--- src/rtl/sync_fifo_pkg.sv ---
// Shared defaults for the sync_fifo slice.
package sync_fifo_pkg;
    localparam int unsigned FIFO_WIDTH_DEF     = 8;
    localparam int unsigned FIFO_ADR_WIDTH_DEF = 3;
endpackage : sync_fifo_pkg

--- src/rtl/sync_fifo_mem.sv ---
// DEPTH x WIDTH register array: one synchronous write port, one asynchronous read port.
// Kept separate so it can later be swapped for a RAM primitive.
module sync_fifo_mem
    import sync_fifo_pkg::*;
#(
    parameter int unsigned WIDTH     = FIFO_WIDTH_DEF,
    parameter int unsigned ADR_WIDTH = FIFO_ADR_WIDTH_DEF,
    parameter int unsigned DEPTH     = 2 ** ADR_WIDTH
) (
    input  logic                 clk,
    input  logic                 we,
    input  logic [ADR_WIDTH-1:0] waddr,
    input  logic [WIDTH-1:0]     wdata,
    input  logic [ADR_WIDTH-1:0] raddr,
    output logic [WIDTH-1:0]     rdata
);

    logic [WIDTH-1:0] mem [DEPTH];

    // Storage is intentionally not reset.
    always_ff @(posedge clk) begin
        if (we) begin
            mem[waddr] <= wdata;
        end
    end

    assign rdata = mem[raddr];

endmodule : sync_fifo_mem

--- src/rtl/sync_fifo.sv ---
// Single-clock first-word-fall-through FIFO with occupancy counter and full/empty flags.
module sync_fifo
    import sync_fifo_pkg::*;
#(
    parameter int unsigned WIDTH     = FIFO_WIDTH_DEF,
    parameter int unsigned ADR_WIDTH = FIFO_ADR_WIDTH_DEF,
    parameter int unsigned DEPTH     = 2 ** ADR_WIDTH
) (
    input  logic             clk,
    input  logic             rst,
    input  logic             wr_en,
    input  logic [WIDTH-1:0] data_in,
    input  logic             rd_en,
    output logic [WIDTH-1:0] data_out,
    output logic             empty,
    output logic             full
);

    localparam int unsigned CNT_WIDTH = ADR_WIDTH + 1;

    logic [ADR_WIDTH-1:0] wr_ptr;
    logic [ADR_WIDTH-1:0] rd_ptr;
    logic [CNT_WIDTH-1:0] count;
    logic                 wr_acc;
    logic                 rd_acc;

    // A write into a full FIFO is still accepted when a read frees a slot on the same edge.
    assign wr_acc = wr_en && (!full || rd_en);
    assign rd_acc = rd_en && !empty;

    assign empty = (count == '0);
    assign full  = (count == CNT_WIDTH'(DEPTH));

    always_ff @(posedge clk) begin
        if (rst) begin
            wr_ptr <= '0;
            rd_ptr <= '0;
            count  <= '0;
        end else begin
            if (wr_acc) begin
                wr_ptr <= wr_ptr + ADR_WIDTH'(1);
            end
            if (rd_acc) begin
                rd_ptr <= rd_ptr + ADR_WIDTH'(1);
            end
            case ({wr_acc, rd_acc})
                2'b10:   count <= count + CNT_WIDTH'(1);
                2'b01:   count <= count - CNT_WIDTH'(1);
                default: count <= count;
            endcase
        end
    end

    sync_fifo_mem #(
        .WIDTH     (WIDTH),
        .ADR_WIDTH (ADR_WIDTH),
        .DEPTH     (DEPTH)
    ) u_mem (
        .clk   (clk),
        .we    (wr_acc),
        .waddr (wr_ptr),
        .wdata (data_in),
        .raddr (rd_ptr),
        .rdata (data_out)
    );

endmodule : sync_fifo

--- config.mk ---
export PLATFORM = sky130hd
export DESIGN_NAME = sync_fifo
export DESIGN_NICKNAME = d
export VERILOG_FILES = /design/src/rtl/sync_fifo_pkg.sv /design/src/rtl/sync_fifo_mem.sv /design/src/rtl/sync_fifo.sv
export SDC_FILE = /design/constraint.sdc
export NUM_CORES = 1
export LEC_CHECK = 0
export ABC_AREA = 1
export CAP_MARGIN = 0
export CORE_MARGIN = 3
export CORE_UTILIZATION = 66
export CTS_BUF_LIST = sky130_fd_sc_hd__clkbuf_4 sky130_fd_sc_hd__clkbuf_8
export CTS_CLUSTER_SIZE = 40
export DETAILED_ROUTE_END_ITERATION = 7
export GPL_TIMING_DRIVEN = 0
export PLACE_DENSITY = 0.91
export SYNTH_ARGS = -nofsm -noshare
export SYNTH_HDL_FRONTEND = slang
export SYNTH_HIERARCHICAL = 1
export SYNTH_SLANG_ARGS = --single-unit
--- constraint.sdc ---
create_clock -name clk -period 5.3 [get_ports clk]
set_input_delay 1.06 -clock clk [delete_from_list [all_inputs] [get_ports clk]]
set_output_delay 1.06 -clock clk [all_outputs]
set_load 0.01 [all_outputs]
# --- Yosys cells after proc, flatten, opt, wreduce, memory -nomap -nowiden ---
# Memories as Yosys holds them, arrays and structs flattened. A register that Yosys moved wholly into a read port is not among the register bits.
# Index checks and enable logic that the tools add are counted.
op_classes:
  reduce_logical: 7
  addsub: 4
  mux: 5
  n_eq_ne: 3
op_table:
  columns: ["operator", "n"]
  rows:
  - ["$pmux W4 S2", 1]
  - ["$add A3 B1 Y3 const B", 2]
  - ["$mux W3", 2]
  - ["$add A4 B1 Y4 const B", 1]
  - ["$eq A4 B4 Y1 const B", 1]
  - ["$logic_not A4 Y1", 1]
  - ["$sub A4 B1 Y4 const B", 1]
  - ["$eq A2 B1 Y1 const B", 1]
  - ["$eq A2 B2 Y1 const B", 1]
  - ["$logic_and A1 B1 Y1", 2]
  - ["$logic_not A1 Y1", 2]
  - ["$mux W1", 2]
  - ["$reduce_bool A2 Y1", 1]
  - ["$logic_or A1 B1 Y1", 1]
word_totals:
  wordCells: 23
  inputBits: 12
  mem_bits_rw: 64
  register_bits: 10
  mem_count: 1
memory_table:
  columns: ["memory", "words", "word_bits", "rd", "rd_ports_with_merged_regs", "write_ports", "line", "source"]
  rows:
  - ["u_mem.mem", 8, 8, 1, 1, 1, "sync_fifo_mem.sv:18", "logic [WIDTH-1:0] mem [DEPTH];"]

# --- Longest topological paths before layout ---
# Gate-level depths: netlist of the first run.
depth:
  ltp_word: 6
  mapped_depth: 13
  mapped_depth_nobuf: 13

# --- By module ---
# The synthesis of the first run kept the hierarchy.
modules_own_cells:
  columns: ["mod", "seq_area_each_um2", "area_per_inst_um2", "cells_each", "n_inst"]
  rows:
  - ["sync_fifo_mem", 1921.8, 2890.3, 295, 1]
  - ["sync_fifo", 200.2, 628.1, 80, 1]

# --- Worst setup path after synthesis of the first run ---
# No wires, ideal clock.
synth_path:
  path_type: "input -> register"
  start: "in rd_en"
  end: "reg count[2]"
  arrival_time_ns: 2.266
  t_required_ns: 5.185
  cell_stages: 9
  setup_ns: 0.115
  setup_slack_ns: 2.918
  cell_sequence: "inv_1 > nand3_4 > nand2_4 > ha_1 > inv_1 > fa_1 > xnor2_1 > o21ai_0 > inv_1"
synth_via:
  elab_chain_len: 4
  word_cells_on_any_way: 7
  classes_between: "2 x eq/ne; 1 x mux; 4 x reduce/logical"
synth_lines:
  columns: ["element", "line", "source"]
  rows:
  - ["from (decl)", "sync_fifo.sv:13", "input logic rd_en,"]
  - ["$logic_or A1 B1 Y1", "sync_fifo.sv:28", "assign wr_acc = wr_en && (!full || rd_en);"]
  - ["$logic_and A1 B1 Y1", "sync_fifo.sv:28", null]
  - ["$eq A2 B1 Y1 or $eq A2 B2 Y1 (tied branches)", "sync_fifo.sv:46", "case ({wr_acc, rd_acc})"]
  - ["$pmux W4 S2 or $reduce_bool A2 Y1 (tied branches)", null, null]
  - ["to (signal assigned)", "sync_fifo.sv:47", "2'b10: count <= count + CNT_WIDTH'(1);"]
  - ["to (signal assigned)", "sync_fifo.sv:48", "2'b01: count <= count - CNT_WIDTH'(1);"]
  - ["to (signal assigned)", "sync_fifo.sv:49", "default: count <= count;"]
  - ["to (decl)", "sync_fifo.sv:23", "logic [CNT_WIDTH-1:0] count;"]
# Parallel ways exist; a longest one is shown, timed or not.
# A chain may end at the register's enable or synchronous reset.

==> impl_metrics.toml, run 1 <==
[synth]
synthArstFlopShare = 0
synth.area.top_cells = "edfxtp_1 55%, nand2_1 13%, inv_1 8.5%"
synthCells = 375
ys.flop_type = "edfxtp_1"
synth-xor-area-share = 0.0124
synth-seq-area-share = 0.603
synth_seq_cells = 74
synth_compound_area_frac = 0.0153
synth_area_per_cell_um2 = 9.38
yosysTopAreaCellShare = 0.546
synth_area_um2 = 3520
synth_fa_ha_area_frac = 0.0235
synth.mux.area_fraction = 0
synthesis.nets = 393
yosysWarnings = 6
synthSimpleGateAreaFrac = 0.226
yosysUniqueCellTypes = 26
synth_edf_count = 64
synth_top_family_by_area = "simple AND/OR/NAND/NOR gates"
synth_top_area_cell = "edfxtp_1"

[clock_tree]
cts-hold-fix-buffers = 0
cts_max_level = 3
cts_tree = "built"
clock_latency_ns = 0.34
cts_root_buffer = "clkbuf_8"
cts.sinks = 74
cts_setup_buffers = 0
cts_resized = 0
cts_made_buffers = 9
clockBufferDepth = 2
clkTransAtPathRegs_ns = 0.07

[sta]
tightest_slew_ns = 1.03
tns_ns = 0
maxSlewHeadroom = 0.311
fmax_mhz = 321
rsz0062_at_grt = "no"
finalCritPeriodShare = 0.589
hold_ws_ns = 0.523
hold_viol = 0
finalSetupViolCount = 0
fin_skew_ns = 0.00698
finalMaxSlewViolations = 0
finalCriticalPeriod_ns = 3.12

[power_and_ir_drop]
p_per_area_nw_per_um2 = 455
power_leakage_nw = 1.87
total_power_mw = 1.84
vdd_drop_max_uv = 305

[routing]
remaining_drc_errors = 0
ant_nets = 0
wl_per_cell_um = 16.7
dr_wl_met2_mm = 4.11
wl_met3_um = 742
dr.max_layer_used = "met4"
drtPass1Iterations = 6
drtIter0Drc = 313
routed_wl_mm = 8.00
num_vias = 2644
wl_met1_mm = 2.92
viasPerCell = 5.53

[place]
routabilityCongestion = 0.797
numPortBuffers = 21
placed_cells = 463
hpwl_mm = 4.94
placed_area_um2 = 3810

[floorplan]
fp.dieW_um = 79.0
placementRows = 25
dieArea_um2 = 6240
die_h_um = 79.0
initial_utilization = 0.712
core-area_um2 = 4940
io_pins = 22

[critical_path]
crit_chain = "buf_6 -> buf_2 -> nand3_1 -> nand2_1 -> nand2_1 -> nand2_1 -> clkdlybuf4s50_1"
crit_start = "rd_ptr[1]$_SDFFE_PP0P_"
slowest_delay_ns = 0.54
cp.required_ns = 4.24
cp-start-kind = "register"
cp_data_arrival_time_ns = 2.06
critPathMostFrequentCell = "nand2_1"
crit_path_end_kind = "output pin"
critPathMaxFanout = 10
cp_slowest_cell = "clkdlybuf4s50_1"
critPathKind = "register to output pin"
r2r_start = "count[2]$_SDFFE_PP0P_"

[grt]
grtUsageTotal = 0.274
grt_max_degree = 13
grt_pass1_vias = 2534
grt_pass1_wl_mm = 12.3
overflow = 0
antenna_found_initial = 0

[layout]
area_delta_synth_final_pct = 14.9
fin_area_um2 = 4040
instances_no_fill = 478
nFillCells = 297
num-nets-final = 425
antenna_cells = 0
drive_gt1_frac = 0.0949

[job]
drv_cap = 0

[min_path]
min-delay-start = "rd_ptr[2]$_SDFFE_PP0P_"
hp-class = "register to register"

[status]
status = "completed"
## state kept, by name, indices dropped and copies added (netlist names)
name       flops
rd_ptr         3
count          4
u_mem/mem     64
wr_ptr         3
## worst max-delay path: cells and delay by family (launching register included)
| family | cells | cell delay (ns) |
|---|---|---|
| and+or+nand+nor | 4 | 0.35 |
| buffers and inverters | 3 | 0.98 |
| DFF | 1 | 0.38 |
## area by class of cell
type                       count  area, um2  area share
sequential                    74       2120       0.525
clock buffer                   9        124      0.0306
tap                           67       83.8      0.0207
timing repair buffer          21        210      0.0520
buffer                        11        100      0.0248
clock inverter                 6        106      0.0263
multi-input combinational    205        975       0.241
inverter                      85        322      0.0795
## layout by cell type, fill, tap and decap left out, drive strengths merged
cell / netlist / layout
fa: 1 / 1
ha: 5 / 5
a21oi: 6 / 6
xor2: 3 / 3
inv: 85 / 85
nor2: 19 / 19
nand3: 40 / 40
buf: 11 / 11
clkbuf: 0 / 9
clkinvlp: 0 / 1
dfxtp: 10 / 10
xnor2: 2 / 2
bufinv: 0 / 3
edfxtp: 64 / 64
clkdlybuf4s50: 0 / 21
nor4: 1 / 1
o21ai: 4 / 4
nand2: 123 / 123
clkinv: 0 / 2
nand3b: 1 / 1
## synth_stat cells (3+ instances only)
library cell / n
buf_6: 6
ha_1: 5
edfxtp_1: 64
buf_4: 3
inv_2: 4
nand2_1: 120
nand3_1: 38
inv_1: 80
a21oi_1: 5
nor2_1: 16
o21ai_0: 4
xor2_1: 3
dfxtp_1: 10
## power by group
group / internal (mW) / switching (mW)
logic: 0.253 / 0.367
clock network: 0.308 / 0.200
registers: 0.676 / 0.0367
total: 1.24 / 0.604
## stage by stage
| step | utilization | worst slack, ns |
|---|---|---|
| after floorplan | - | 2.92 |
| after global placement | 0.771 | 2.18 |
| after detailed placement | 0.771 | 2.14 |
| after CTS | 0.818 | 2.19 |
| after global routing | 0.818 | 2.10 |
| final | 0.818 | 2.18 |
## logic make-up (layout without fill, tap and decap cells)
kind of cell / Yosys count / in the layout
and+or+nand+nor: 184 / 184
DFF: 74 / 74
AOI/OAI and AO/OA: 10 / 10
buffers and inverters: 96 / 132
adders and majority gates: 6 / 6
xor gates and xnor gates: 5 / 5
## metal layers
layer,GRT usage,vias to the layer above
met2,0.467,183
met3,0.0578,23
met5,0,-
met4,0.149,0
li1,-,1229
met1,0.325,1209
## path summary, 6_finish.rpt
check | depth (start not counted) | endpoint | slack, ns
worst max register to register | 10 | count[2]$_SDFFE_PP0P_ | 3.20
worst min register to register | 2 | rd_ptr[2]$_SDFFE_PP0P_ | 0.52
worst min-delay path | 2 | rd_ptr[2]$_SDFFE_PP0P_ | 0.52
worst max-delay path | 7 | data_out[7] | 2.18
No activity file was read; power rests on OpenSTA's default activity.
==> inputs of run 2 (changes only) <==
- CORE_UTILIZATION: 66 -> 55
- PLACE_DENSITY: 0.91 -> 0.82
- clock period: 5.3 -> 2.57 ns (I/O delays scaled with it)
==> run 2 against run 1 <==
Compared with the run above: clock power grew 130%; via count shrank 6.4%; hold slack lost 0.021 ns; total power grew 110%; critical endpoint is now data_out[4]; largest power group unchanged.
==> impl_metrics.toml, run 2 (synthesis results as in run 1) <==
[sta]
tightest_slew_ns = 0.953
finalCriticalPeriod_ns = 2.45
fmax_mhz = 409
hold_ws_ns = 0.503
hold_viol = 0
finalSetupViolCount = 0
tns_ns = 0
rsz0062_at_grt = "no"
finalMaxSlewViolations = 0
fin_skew_ns = 0.00954
setup_ws_ns = 0.123
maxSlewHeadroom = 0.362
finalCritPeriodShare = 0.952

[clock_tree]
clkTransAtPathRegs_ns = 0.08
cts_resized = 0
cts_max_level = 3
cts_root_buffer = "clkbuf_8"
cts_tree = "built"
cts_setup_buffers = 0
cts.sinks = 74
clock_latency_ns = 0.35
cts_made_buffers = 9
clockBufferDepth = 2
cts-hold-fix-buffers = 0

[grt]
overflow = 0
grtUsageTotal = 0.206
grt_pass1_wl_mm = 11.4
grt_pass1_vias = 2466
antenna_found_initial = 0
grt_max_degree = 14

[floorplan]
io_pins = 22
die_h_um = 86.0
initial_utilization = 0.581
core-area_um2 = 6060
dieArea_um2 = 7390
placementRows = 28
fp.dieW_um = 86.0

[routing]
drtPass1Iterations = 4
wl_per_cell_um = 14.6
drtIter0Drc = 254
num_vias = 2475
ant_nets = 0
remaining_drc_errors = 0
routed_wl_mm = 7.09
viasPerCell = 5.08

[critical_path]
critPathMaxFanout = 10
crit_path_end_kind = "output pin"
critPathKind = "register to output pin"
cp_data_arrival_time_ns = 1.93
cp.required_ns = 2.06
cp-start-kind = "register"

[job]
drv_cap = 0

[place]
numPortBuffers = 21
pre_cts_slack_ns = -0.00457
routabilityCongestion = 0.826
hpwl_mm = 4.64
placed_cells = 471
placed_area_um2 = 3820

[layout]
final_util = 0.677
drive_gt1_frac = 0.102
num-nets-final = 425
largestRegisters = "u_mem/mem x64, count x4"
largest_register_ffs = 64
antenna_cells = 0
nFillCells = 471
largest_register = "u_mem/mem"
final_common_cell = "nand2_1"
instances_no_fill = 487
area_delta_synth_final_pct = 16.5
fin_area_um2 = 4100
mostFrequentLayoutCells = "120 x nand2_1, 80 x inv_1, 64 x edfxtp_1"

[power_and_ir_drop]
total_power_mw = 3.87
power_leakage_nw = 1.90
p_per_area_nw_per_um2 = 945
vdd_drop_max_uv = 584

[status]
status = "completed"

[min_path]
hp-class = "register to register"
run 2: where the power goes:
part	internal (mW)	total (mW)	switching, mW
clock network	0.742	1.17	0.431
registers	1.39	1.47	0.0740
logic	0.525	1.23	0.706
total	2.66	3.87	1.21
run 2: final timing paths:
check / startpoint / endpoint / slack, ns / depth (start not counted)
worst min-delay path: rd_ptr[2]$_SDFFE_PP0P_ / rd_ptr[2]$_SDFFE_PP0P_ / 0.50 / 2
worst max register to register: count[1]$_SDFFE_PP0P_ / u_mem/mem[3][7]$_DFFE_PP_ / 0.51 / 6
worst min register to register: rd_ptr[2]$_SDFFE_PP0P_ / rd_ptr[2]$_SDFFE_PP0P_ / 0.50 / 2
worst max-delay path: rd_ptr[1]$_SDFFE_PP0P_ / data_out[4] / 0.12 / 8
run 2: area by class of cell:
class                      instances  area [um2]  share of cell area
sequential                        74        2120               0.518
multi-input combinational        205         975               0.238
inverter                          85         324              0.0790
timing repair buffer              21         213              0.0519
clock inverter                     7         141              0.0345
clock buffer                       9         124              0.0302
buffer                            11         106              0.0259
tap                               75        93.8              0.0229
run 2: worst max-delay path: stages (launching register included):
cell	delay, ns
dfxtp_1	0.34
buf_6	0.15
inv_4	0.11
buf_6	0.16
nand3_1	0.09
nand2_1	0.06
nand2_1	0.05
nand2_1	0.09
clkdlybuf4s50_1	0.53
run 2: layer usage:
metal	track usage	wire, um	up-vias
met2	0.336	3480	96
met3	0.0317	549	13
met1	0.257	2920	1140
met5	0	0	-
met4	0.129	137	0
li1	-	-	1226
==> inputs of run 3 (changes only) <==
- CORE_MARGIN: 3 -> 1
- SKIP_CTS_REPAIR_TIMING: unset -> 1
==> run 3 against run 2 <==
Compared with the run above: via count shrank 0.97%; fmax grew 0.11%; utilization shrank 1.4 points; largest power group unchanged; clock power shrank 27%; critical path depth shrank 1; sequential share of layout area grew 1.1 points; die area shrank 9.1%; sequential cell count is the same; clock skew shrank 0.00072 ns; first-iteration DRC count shrank 36%; non-clock buffer count is the same.
==> impl_metrics.toml, run 3 (synthesis results as in run 1) <==
[routing]
num_vias = 2451
viasPerCell = 5.04
drtPass1Iterations = 4
routed_wl_mm = 7.14
remaining_drc_errors = 0
drtIter0Drc = 163
wl_per_cell_um = 14.7
ant_nets = 0

[layout]
fin_area_um2 = 4010
largestRegisters = "u_mem/mem x64, count x4"
largest_register = "u_mem/mem"
area_delta_synth_final_pct = 14.1
final_util = 0.662
drive_gt1_frac = 0.0973
largest_register_ffs = 64
mostFrequentLayoutCells = "120 x nand2_1, 80 x inv_1, 64 x edfxtp_1"
antenna_cells = 0
nFillCells = 498
final_common_cell = "nand2_1"
num-nets-final = 425

[critical_path]
reg2reg_slack_ns = 0.56
cp_slowest_cell = "clkdlybuf4s50_1"
cp_data_arrival_time_ns = 1.93
cp.required_ns = 2.06
critPathKind = "register to output pin"
slowest_delay_ns = 0.54
cp-start-kind = "register"
crit_chain = "buf_6 -> buf_4 -> nand3_1 -> nand2_1 -> nand2_1 -> nand2_1 -> clkdlybuf4s50_1"
critPathMostFrequentCell = "nand2_1"
critPathMaxFanout = 10
crit_path_end_kind = "output pin"

[place]
placed_area_um2 = 3820
hpwl_mm = 4.71
routabilityCongestion = 0.778
numPortBuffers = 21

[sta]
fin_skew_ns = 0.00882
tightest_slew_ns = 0.914
finalCriticalPeriod_ns = 2.44
maxSlewHeadroom = 0.388
finalMaxSlewViolations = 0
finalCritPeriodShare = 0.951
fmax_mhz = 409
rsz0062_at_grt = "no"
finalSetupViolCount = 0
hold_viol = 0

[power_and_ir_drop]
p_per_area_nw_per_um2 = 886
power_leakage_nw = 1.87
vdd_drop_max_uv = 548

[job]
drv_cap = 0

[clock_tree]
cts_tree = "built"
cts_max_level = 3
clock_latency_ns = 0.34
cts.sinks = 74
clockBufferDepth = 2
clkTransAtPathRegs_ns = 0.07
cts_made_buffers = 9
cts_root_buffer = "clkbuf_8"

[grt]
global_route.usage.met3 = 0.0689
antenna_found_initial = 0
overflow = 0
use_met1 = 0.274
grt_pass1_vias = 2401
grt_pass1_wl_mm = 11.2
grtUsageTotal = 0.239
grt.met2_usage = 0.398
gr-max-usage-layer = "met2"
grt_max_degree = 12

[floorplan]
initial_utilization = 0.581
die_h_um = 82.0
fp.dieW_um = 82.0
core-area_um2 = 6060
io_pins = 22
placementRows = 28
dieArea_um2 = 6720

[min_path]
hp-class = "register to register"

[status]
status = "completed"
## run 3: worst max-delay path: cells and delay by family (launching register included)
family	cells	cell delay, ns
buffers and inverters	3	0.91
flip-flops	1	0.38
AND/OR/NAND/NOR	4	0.31
## run 3: layout make-up
| type | count | area, um2 | area share |
|---|---|---|---|
| flip-flops and latches | 74 | 2120 | 0.529 |
| multi-input cells | 205 | 975 | 0.243 |
| inverters | 85 | 324 | 0.0807 |
| repair buffers | 21 | 213 | 0.0530 |
| clock buffers | 11 | 139 | 0.0346 |
| plain buffers | 11 | 103 | 0.0256 |
| well taps | 75 | 93.8 | 0.0234 |
| clock inverters | 4 | 43.8 | 0.0109 |
## run 3: metal layers
| layer | routed length, um | part of all wire |
|---|---|---|
| met1 | 2840 | 0.40 |
| met2 | 3740 | 0.52 |
| met3 | 451 | 0.063 |
| met4 | 104 | 0.015 |
| met5 | 0 | 0 |
## run 3: through the flow
| stage | instances | TNS (ns) | hold slack, ns | power [mW] | setup slack, ns |
|---|---|---|---|---|---|
| after floorplan | 375 | 0 | 0.454 | 2.28 | 0.734 |
| after global placement | 471 | 0 | 0.477 | 2.66 | 0.0712 |
| after detailed placement | 471 | -0.223 | 0.500 | 2.71 | -0.0284 |
| after CTS | 486 | 0 | 0.528 | 3.57 | 0.00117 |
| after global routing | 486 | 0 | 0.541 | 3.77 | 0.00518 |
| final | 486 | 0 | 0.525 | 3.55 | 0.126 |
## run 3: worst paths after layout
kind | start | endpoint | depth (start not counted)
setup / recovery | rd_ptr[1]$_SDFFE_PP0P_ | data_out[0] | 7
hold / removal | rd_ptr[0]$_SDFFE_PP0P_ | rd_ptr[0]$_SDFFE_PP0P_ | 2
hold reg to reg | rd_ptr[0]$_SDFFE_PP0P_ | rd_ptr[0]$_SDFFE_PP0P_ | 2
setup reg to reg | count[1]$_SDFFE_PP0P_ | u_mem/mem[0][5]$_DFFE_PP_ | 6
## run 3: where the power goes
part           leakage, nW  switching, mW  internal (mW)
Sequential           0.664         0.0736           1.40
Combinational         1.11          0.711          0.520
Clock               0.0974          0.395          0.459
Total                 1.87           1.18           2.37
==> RTL edit 1: new RTL, config.mk and constraints of run 2 <==
The package constant `FIFO_ADR_WIDTH_DEF` goes from 3 to 6.
--- a/src/rtl/sync_fifo_pkg.sv
+++ b/src/rtl/sync_fifo_pkg.sv
@@ -2,5 +2,5 @@
 package sync_fifo_pkg;
     localparam int unsigned FIFO_WIDTH_DEF     = 8;
-    localparam int unsigned FIFO_ADR_WIDTH_DEF = 3;
+    localparam int unsigned FIFO_ADR_WIDTH_DEF = 6;
 endpackage : sync_fifo_pkg
 
Formal check against the unedited RTL: not equivalent (Yosys sat finds a counterexample within 10 cycles, from zero or initial values and one cycle with rst high).
==> RTL edit 1 against run 2 <==
- the run now ends with setup timing left
- via count grew to 7.0 times the old value
- first-iteration DRC count grew to 12 times the old value
- routed wire length rose to 10 times the old value
- register-to-register slack worse by 400 ps
- sequential share of layout area up 6.2 points
- worst setup slack got worse by 650 ps
- sequential cell count grew 457
- power grew to 6.5 times the old value
- sequential power rose to 6.6 times the old value
- area after synthesis increased to 6.4 times the old value
- fmax shrank 21%
- design area increased to 6.6 times the old value
- critical endpoint is now data_out[5]
==> RTL edit 1: results (changes against run 2) <==
The total routing resource utilization after global routing is 0.309 (+0.103). The number of different library cells in the post-synthesis netlist came out at 38 (+46%). The mean instance size in the synthesized netlist came out at 11.4 µm² (+22%). The endpoint identified for the worst register-to-register timing path is u_mem/mem[34][1]. The destination of the critical timing path is data_out[5]. The worst register-to-register path begins at wr_ptr[0]. The final reports fail on setup timing. The post-route non-filler standard cell count is 2714 (+460%).

The count of final setup violators came out at 8 (+8). The routed wirelength normalized by instance count is 26.1 µm (+80%). The wire length of the first global-routing pass was 101 mm (+780%).

The number of synthesized flops with an enable pin is 512 (+700%). The number of DRC markers after the initial detailed-route iteration came out at 3086 (+1100%). The routed length on met1 is 23.7 mm (+710%). The clock tree skew after final layout came out at 44.8 ps (+35.2 ps). Ranked by instance count, the synthesized netlist is headed by 683 x sky130_fd_sc_hd__nand2_1, 512 x sky130_fd_sc_hd__edfxtp_1, 454 x sky130_fd_sc_hd__nand3_1.

The vias per cell came out at 6.40 (+26%). The highest cell delay on the worst timing path came out at 360 ps (-170 ps). The final worst-path setup slack is -522 ps (-646 ps). The number of placed instances, taps included came out at 2529 (+440%).

The number of search-and-repair iterations in the first detailed-routing pass is 7 (+3). The static leakage came out at 0.0100 µW (+430%). The largest registers in the layout are u_mem/mem (512), count (7).

The arrival time of the worst setup path is 2580 ps (+650 ps). The final total negative setup slack is -3630 ps (-3630 ps). The slew of the pin with the lowest slew margin came out at 850 ps (-103 ps).

The flow ran to the end, but the final reports show violations. The area taken by flip-flops and latches came to 15800 µm² (+640%). The final net count came to 2144 (+400%).

The startpoint identified for the worst hold timing path is data_in[7]. The largest individual stage delay along the critical path comes from the cell sky130_fd_sc_hd__dfxtp_4. The family of cells with the greatest summed delay on the critical path is simple AND/OR/NAND/NOR gates. The routed length on met3 is 10.4 mm (+1800%). The maximum number of pins on one net before global-route repair is 57 (+43). The number of global-route vias before repair is 16700 (+580%).

The clock latency on the worst-skew pair is 680 ps (+330 ps). The maximum count of clock buffers along a single path was 3 (+1).
==> RTL edit 1: worst min-delay path by stage <==
stage / to / slack (ps) / depth (start not counted)
finish: u_mem/mem[34][7] / 200 / 1
detailed placement: count[0] / 510 / 1
global route: u_mem/mem[34][7] / 210 / 1
CTS: u_mem/mem[34][7] / 200 / 1
global placement: count[0] / 500 / 1
floorplan: rd_ptr[5] / 460 / 2
==> RTL edit 1: cells by family (layout without fill, tap and decap cells) <==
kind of cell,after synthesis,after routing,synth area share
AO/OA/AOI/OAI,26,26,0.00709
XOR/XNOR,8,8,0.00312
adder cells (fa/ha/maj),9,9,0.00536
buffers and inverters,149,369,0.0424
flip-flops,531,531,0.703
other,0,2,0
AND/OR/NAND/NOR,1244,1244,0.240
==> RTL edit 1: power breakdown <==
part | total (µW) | switching, µW | internal, µW
Combinational | 8230 | 5260 | 2960
Clock | 7100 | 3350 | 3750
Sequential | 9700 | 97.0 | 9600
Total | 25000 | 8710 | 16300
==> RTL edit 1: cell type report <==
cell class              instances  share of cell area
plain buffers                 111              0.0442
inverters                      35             0.00589
clock inverters                38             0.00994
clock buffers                 111              0.0497
flip-flops and latches        531               0.580
multi-input cells            1287               0.254
well taps                     525              0.0242
diodes                          2            0.000184
repair buffers                 74              0.0320
==> RTL edit 1: metal layers <==
layer | global-route usage | vias to the layer above
met1 | 0.393 | 8256
met4 | 0.152 | 2
li1 | - | 7221
met2 | 0.489 | 1571
met3 | 0.0939 | 328
met5 | 0 | -
==> RTL edit 1: repair_timing <==
action                                  4_1_cts  5_1_grt
pin swaps                                    31       69
endpoints found under the setup margin      498      374
buffers inserted                             27        2
gates cloned                                  5        4
gates resized for setup                     288      173
==> RTL edit 2: new RTL, settings of run 2 <==
Without the edit above. Reset style: asynchronous (`rst`), changed in one clocked block.
--- a/src/rtl/sync_fifo.sv
+++ b/src/rtl/sync_fifo.sv
@@ -32,5 +32,5 @@
     assign full  = (count == CNT_WIDTH'(DEPTH));
 
-    always_ff @(posedge clk) begin
+    always_ff @(posedge clk or posedge rst) begin
         if (rst) begin
             wr_ptr <= '0;
Check against the original RTL: differs if rst is asserted again (counterexample within 4 cycles, from zero or initial values and one cycle with rst high); with rst held inactive, the same outputs for 10 cycles.
==> RTL edit 2 against run 2 <==
- worst setup slack worse by 1.1 ps
- synthesized cell count down 2.7%
- routed wire length down 3.3%
- area after synthesis about the same
- global-route usage down 1.2 points
- design area down 1.4%
- power up 11%
- combinational power up 51%
- sequential cell count unchanged
- final cell count down 1.6%
- critical endpoint is now data_out[0]
- largest cell class unchanged
==> RTL edit 2: results (changes against run 2) <==
The run finished with clean final reports. Sorting the synthesized cells by how often they occur yields 130 x sky130_fd_sc_hd__nand2_1, 79 x sky130_fd_sc_hd__inv_1, 64 x sky130_fd_sc_hd__edfxtp_1. The async set or reset register ratio after synthesis is 0.135 (+0.135).

The detailed placer's ending HPWL came out at 4.60 mm (-0.79%). The slowest stage of the critical path belongs to the cell sky130_fd_sc_hd__clkdlybuf4s50_1. The synthesized netlist cell count came to 365 (-2.7%). The min-delay analysis places its worst path in the category primary input to async pin. The vias per cell was 5.04 (-0.75%).

The number of DRC markers after the initial detailed-route iteration is 265 (+4.3%). In the synthesized netlist the dominant register cell turns out to be sky130_fd_sc_hd__edfxtp_1. The maximum number of pins on one net before global-route repair is 13 (-1). The number of different library cells in the post-synthesis netlist came out at 25 (-3.8%). The initial antenna violation count came out at 0 (unchanged).

By area the synthesized netlist is led by sky130_fd_sc_hd__edfxtp_1 55%, sky130_fd_sc_hd__nand2_1 14%, sky130_fd_sc_hd__inv_1 8.4%. The slew of the pin with the lowest slew margin came out at 913 ps (-40.2 ps). The number of placed instances, taps included came to 461 (-2.1%). The maximum resistive drop on vdd came out at 0.622 mV (+6.6%). The final net count is 417 (-1.9%). The global placer's final weighted congestion is 0.819 (-0.88%). The post-detailed-placement cell area is 3820 µm² (about the same). The clock tree skew after final layout is 10.3 ps (+0.784 ps).

The number of nets produced by synthesis came to 383 (-2.5%). The number of global-route vias before repair came out at 2214 (-10%). The routed wirelength normalized by instance count is 14.3 µm (-1.7%). The worst-case reg-to-reg path depth is 11 (+5). The fraction of the core area covered by cells at the end of the flow is 0.667 (-0.00929). The filler cell count in the final layout came out at 458 (-2.8%). The pre-CTS setup slack came out at -75.3 ps (-70.7 ps). The fraction of final layout cells sized beyond drive strength 1 came out at 0.0965 (-0.00541). The wire length of the first global-routing pass came out at 10.7 mm (-6.0%).

The count of vias placed by the detailed router came out at 2416 (-2.4%). The number of search-and-repair iterations in the first detailed-routing pass was 5 (+1). The register area share after synthesis is 0.618 (+0.0144). The total routing resource utilization after global routing is 0.195 (-0.0116). The static leakage came to 0.00198 µW (+4.2%).
[RTL edit 2: per-layer routing]
metal  track usage  vias to the layer above  part of all wire  wire, µm
met1         0.251                     1108              0.42      2860
met5             0                        -                 0         0
met2         0.313                       93              0.50      3440
met4         0.101                        0             0.018       126
li1              -                     1197                 -         -
met3        0.0375                       18             0.063       435
[RTL edit 2: through the flow]
stage / TNS, ps / hold slack (ps)
2_1_floorplan: 0 / 354
3_3_place_gp: 0 / 507
3_5_place_dp: -1890 / 520
4_1_cts: 0 / 456
5_1_grt: 0 / 488
6_report: 0 / 454
[RTL edit 2: power breakdown]
group	internal (µW)	total [µW]	switching, µW
clock network	420	807	386
registers	1520	1640	125
logic	763	1860	1100
[RTL edit 2: cell type report]
type                       count  share of cell area
sequential                    74               0.537
multi-input combinational    198               0.231
inverter                      82              0.0774
timing repair buffer          23              0.0600
clock buffer                  13              0.0412
buffer                        11              0.0263
tap                           75              0.0232
clock inverter                 3             0.00371
[RTL edit 2: final timing paths]
| check | startpoint | endpoint | slack (ps) |
|---|---|---|---|
| setup / recovery | rd_ptr[1] | data_out[0] | 120 |
| hold / removal | rst | wr_ptr[1] | 450 |
| setup reg to reg | count[0] | count[3] | 490 |
| hold reg to reg | rd_ptr[2] | rd_ptr[2] | 560 |
| max in group asynchronous | rst | count[3] | 1840 |
| min in group clk | rd_ptr[2] | rd_ptr[2] | 560 |
[RTL edit 2: kinds of logic (layout without fill, tap and decap cells)]
| logic type | count (synthesis) | in the layout | share of synthesized area |
|---|---|---|---|
| buf+inv | 93 | 132 | 0.117 |
| compound gates | 3 | 3 | 0.00427 |
| simple gates | 184 | 184 | 0.226 |
| fa+ha+maj | 6 | 6 | 0.0235 |
| flops | 74 | 74 | 0.618 |
| xor+xnor | 5 | 5 | 0.0125 |
[RTL edit 2: worst max-delay path, delay by kind of cell (launching register included)]
kind | cells | cell delay (ps)
simple gates | 4 | 260
flops | 1 | 390
buf+inv | 4 | 940
[RTL edit 2: timing repair]
item	4_1_cts	5_1_grt
cloned	0	0
pin swaps	0	0
endpoints found under the setup margin	4	8
hold buffers	0	0
resized for setup	1	10
buffers inserted	0	2
